--- config.mk ---
export PLATFORM = sky130hd
export DESIGN_NAME = rr_mux4
export DESIGN_NICKNAME = d
export VERILOG_FILES = /design/src/rtl/rr_mux4_pkg.sv /design/src/rtl/rr_mux4_arb4.sv /design/src/rtl/rr_mux4.sv
export SDC_FILE = /design/constraint.sdc
export NUM_CORES = 1
export LEC_CHECK = 0
export ABC_AREA = 1
export CAP_MARGIN = 20
export CORE_ASPECT_RATIO = 0.8
export CORE_MARGIN = 5
export CORE_UTILIZATION = 60
export DETAILED_ROUTE_END_ITERATION = 10
export DONT_BUFFER_PORTS = 1
export PLACE_DENSITY = 0.72
export SLEW_MARGIN = 20
export SYNTH_ARGS = -nofsm -noshare
export SYNTH_HDL_FRONTEND = slang
export SYNTH_SLANG_ARGS = --single-unit
--- constraint.sdc ---
create_clock -name clk -period 4 [get_ports clk]
set_input_delay 0.2 -clock clk [delete_from_list [all_inputs] [get_ports clk]]
set_output_delay 0.2 -clock clk [all_outputs]
set_load 0.02 [all_outputs]
--- src/rtl/rr_mux4_pkg.sv ---
// Shared constants and helpers for the four-channel round-robin mux.
package rr_mux4_pkg;

   localparam int N_CH  = 4;
   localparam int IDX_W = 2;

   function automatic logic [IDX_W-1:0] next_idx(input logic [IDX_W-1:0] idx);
      return idx + IDX_W'(1);
   endfunction

endpackage

--- src/rtl/rr_mux4_arb4.sv ---
// Combinational 4-way round-robin priority select starting at ptr.
module rr_arb4
   import rr_mux4_pkg::*;
(
   input  logic [N_CH-1:0]  request,
   input  logic [IDX_W-1:0] ptr,
   output logic             grant_valid,
   output logic [IDX_W-1:0] grant_idx
);

   logic [IDX_W-1:0] cand;

   always_comb begin
      grant_valid = 1'b0;
      grant_idx   = ptr;
      cand        = ptr;
      for (int k = 0; k < N_CH; k++) begin
         cand = ptr + IDX_W'(k);
         if (!grant_valid && request[cand]) begin
            grant_valid = 1'b1;
            grant_idx   = cand;
         end
      end
   end

endmodule

--- src/rtl/rr_mux4.sv ---
// Four-channel round-robin multiplexer with a registered output beat,
// source-index outputs for a downstream demux and a completed-beat counter.
module rr_mux4
   import rr_mux4_pkg::*;
#(
   parameter int WIDTH = 1,
   parameter int CNT_W = 8
) (
   input  logic                  clk,
   input  logic                  rst,
   input  logic [N_CH-1:0]       in_valid,
   input  logic [N_CH*WIDTH-1:0] in_data,
   output logic [N_CH-1:0]       in_ready,
   output logic                  out_valid,
   input  logic                  out_ready,
   output logic [WIDTH-1:0]      out_data,
   output logic                  s1,
   output logic                  s0,
   output logic [CNT_W-1:0]      beat_cnt
);

   // Handshakes: a beat moves when valid and ready are both high on a rising
   // edge; valid never waits for ready, and ready here is combinational.
   logic [IDX_W-1:0] rr_ptr;
   logic [IDX_W-1:0] src_idx;
   logic             load;
   logic             grant_valid;
   logic [IDX_W-1:0] grant_idx;

   assign load = !out_valid || out_ready;

   rr_arb4 u_arb (
      .request     (in_valid),
      .ptr         (rr_ptr),
      .grant_valid (grant_valid),
      .grant_idx   (grant_idx)
   );

   always_comb begin
      in_ready = '0;
      if (!rst && load && grant_valid)
         in_ready[grant_idx] = 1'b1;
   end

   always_ff @(posedge clk) begin
      if (rst) begin
         out_valid <= 1'b0;
         out_data  <= '0;
         src_idx   <= '0;
         rr_ptr    <= '0;
         beat_cnt  <= '0;
      end else begin
         if (out_valid && out_ready)
            beat_cnt <= beat_cnt + CNT_W'(1);
         if (load) begin
            if (grant_valid) begin
               out_valid <= 1'b1;
               out_data  <= in_data[int'(grant_idx)*WIDTH +: WIDTH];
               src_idx   <= grant_idx;
               rr_ptr    <= next_idx(grant_idx);
            end else begin
               // Idle load: drop valid but keep data/index/pointer as they were.
               out_valid <= 1'b0;
            end
         end
      end
   end

   assign s1 = src_idx[1];
   assign s0 = src_idx[0];

endmodule
==> metrics.cfg <==
[run_status]
outcome = finished clean

[synth]
synthArstFlopShare = 0
yosys-top-cells-area = dfxtp_1 25%, nand2_1 20%, nand3_1 6.7%
syn_area_per_cell_sq_um = 6.43
yosys.area.top_type = dfxtp_1
synth_edf_count = 0
synth_top_flop_cell = dfxtp_1
netlist_area_sq_um = 1110
ys_seq_area_frac = 0.252
yosysUniqueCellTypes = 27
synth_top_area_frac = 0.252
ys_warn_count = 0
synth-seq-cells = 14
synthesis.nets = 185
netlist_instances = 173

[floorplan]
start_util = 0.658
fp-row-count = 13
io_pins = 27
core_area_sq_um = 1690
die_height_um = 48.5
die_area_sq_um = 2820
die_w_um = 58.1

[global_route]
grt_pass1_vias = 954
grtUsageTotal = 0.184
grt_pass1_wl_mm = 4.22
grt_overflow = 0
antenna_found_initial = 0
grt_max_degree = 16

[sta]
fin_crit_ns = 2.82
fmax_ghz = 0.355
hold_viol = 0
drv_slew = 0
worst_slack_ns = 1.18
slew_headroom = 0.555
worst_pin_slew_ns = 0.663
rsz0062_at_grt = false
setup_viol = 0
fin_setup_tns_ns = 0
skew_ns = 0.00190
period_share = 0.705

[worst_setup_path]
cp.required_ns = 3.80
end_kind = output port
crit_type = reg2out
r2r_setup_slack_ns = 1.84
worstSetupStartpointType = flop
r2r-start = rr_ptr[0]
cp.arrival_ns = 2.62
path_cells = inv_2 > nand2_1 > nand2_2 > nand2_1 > nand2_4 > nand2_2 > nand2_1 > nand2_1 > nand2_2 > nand2_4 > inv_2 > nor3_1
worstPathMaxFanout = 15
critPathMostFrequentCell = nand2_1
reg2regPathDepth = 15
slowest_stage = dfxtp_1
reg2reg_to = out_data
slowest_delay_ns = 0.64

[clocking]
cts_tree = yes
cts_hold_buf = 1
ctsResizeCount = 0
cts_buffers = 3
cts-htree-levels = 1
clk-insertion-delay-late_ns = 0.28
postCtsSetupRepairBufs = 0
clock_path_buffers = 2
path_clk_slew_ns = 0.08
root_buffer = clkbuf_4
cts.sinks = 14

[route]
dr_total_vias = 1059
drt-initial-drc-count = 42
drcViolationCount = 0
drt_pass1_iterations = 4
wire_per_inst_um = 12.8
wl_mm = 2.52
vias_per_cell = 5.40
drtAntennaViolNets = 0

[power_and_ir_drop]
vdd_drop_max_mv = 0.473
power_uw = 922
p_leak_uw = 0.000577
power_density_nw_per_um2 = 800

[layout]
mostFrequentLayoutCell = nand2_1
diodes = 0
final_cells = 196
nets = 187
area_growth_pct = 3.60
layout-drive-gt1-share = 0.184
final_cell_area_sq_um = 1150
layout_common_cells = 58 x nand2_1, 17 x inv_1, 15 x nand3_1

[min_path]
whs_path_depth = 3
hold_start = rst
min_path_type = in2reg
whs_endpoint = out_data

[placed_design]
dp_hpwl_mm = 2.03
placedCellCount = 191
place_congestion = 0.874
dp_slack_ns = 1.52
io_buffers = 0
place_area_sq_um = 1110

[run]
drv_cap = 0

registers in the layout (all words and copies together), names as in the netlist:
name	cells
src_idx	2
beat_cnt	8
rr_ptr	2
out_data	1
out_valid	1
cell families (layout without fill, tap and decap cells):
family	count (synthesis)	count (layout)	share of synthesized area
XOR/XNOR	2	2	0.0158
AND/OR/NAND/NOR	115	115	0.544
adder cells (fa/ha/maj)	1	1	0.0112
buffers and inverters	27	28	0.108
flip-flops	14	14	0.252
AO/OA/AOI/OAI	14	14	0.0686
synthesized netlist by cell type, types with 2 or more instances:
| cell type | instances |
|---|---|
| buf_6 | 2 |
| nand2_4 | 5 |
| a21oi_1 | 6 |
| o21ai_0 | 6 |
| inv_2 | 5 |
| xor2_1 | 2 |
| nor2_1 | 11 |
| inv_1 | 17 |
| nand2_1 | 58 |
| nand3_1 | 15 |
| nand4_4 | 2 |
| nand2_2 | 9 |
| nand3_2 | 4 |
| dfxtp_1 | 14 |
| nor3_1 | 5 |
how the worst max path moves through the flow:
stage,end,startpoint
finish,in_ready[3],rr_ptr[0]
global route,in_ready[3],rr_ptr[0]
CTS,in_ready[3],rr_ptr[0]
detailed placement,in_ready[3],rr_ptr[0]
global placement,in_ready[3],rr_ptr[0]
floorplan,in_ready[3],rr_ptr[0]
report_power, final:
part	internal [uW]	switching [uW]
registers	167	65.8
clock network	55.3	44.6
logic	171	419
cell type report:
class	instances	area, sq um
Clock buffer	4	36.3
Fill cell	158	539
Inverter	23	86.3
Multi-Input combinational cell	132	712
Sequential cell	14	280
Tap cell	22	27.5
Timing Repair Buffer	1	10.0
through the flow:
| stage | utilization | hold slack, ns |
|---|---|---|
| finish | 0.681 | 0.0670 |
| global route | 0.681 | 0.0569 |
| CTS | 0.681 | 0.0602 |
| detailed placement | 0.654 | 0.276 |
| global placement | 0.654 | 0.275 |
| floorplan | - | 0.405 |
layer usage:
layer | part of all wire | GRT usage | wire length [um] | vias to the layer above
met5 | 0 | 0 | 0 | -
li1 | - | - | - | 551
met3 | 0.082 | 0.0794 | 206 | 2
met4 | 0.0060 | 0.0193 | 15 | 0
met1 | 0.49 | 0.252 | 1230 | 480
met2 | 0.42 | 0.274 | 1060 | 26
critical path, delay by kind of cell (launching register included):
| family | cells | cell delay [ns] |
|---|---|---|
| flops | 1 | 0.64 |
| simple gates | 10 | 1.40 |
| buf+inv | 2 | 0.29 |
No activity file was read; power rests on OpenSTA's default activity.
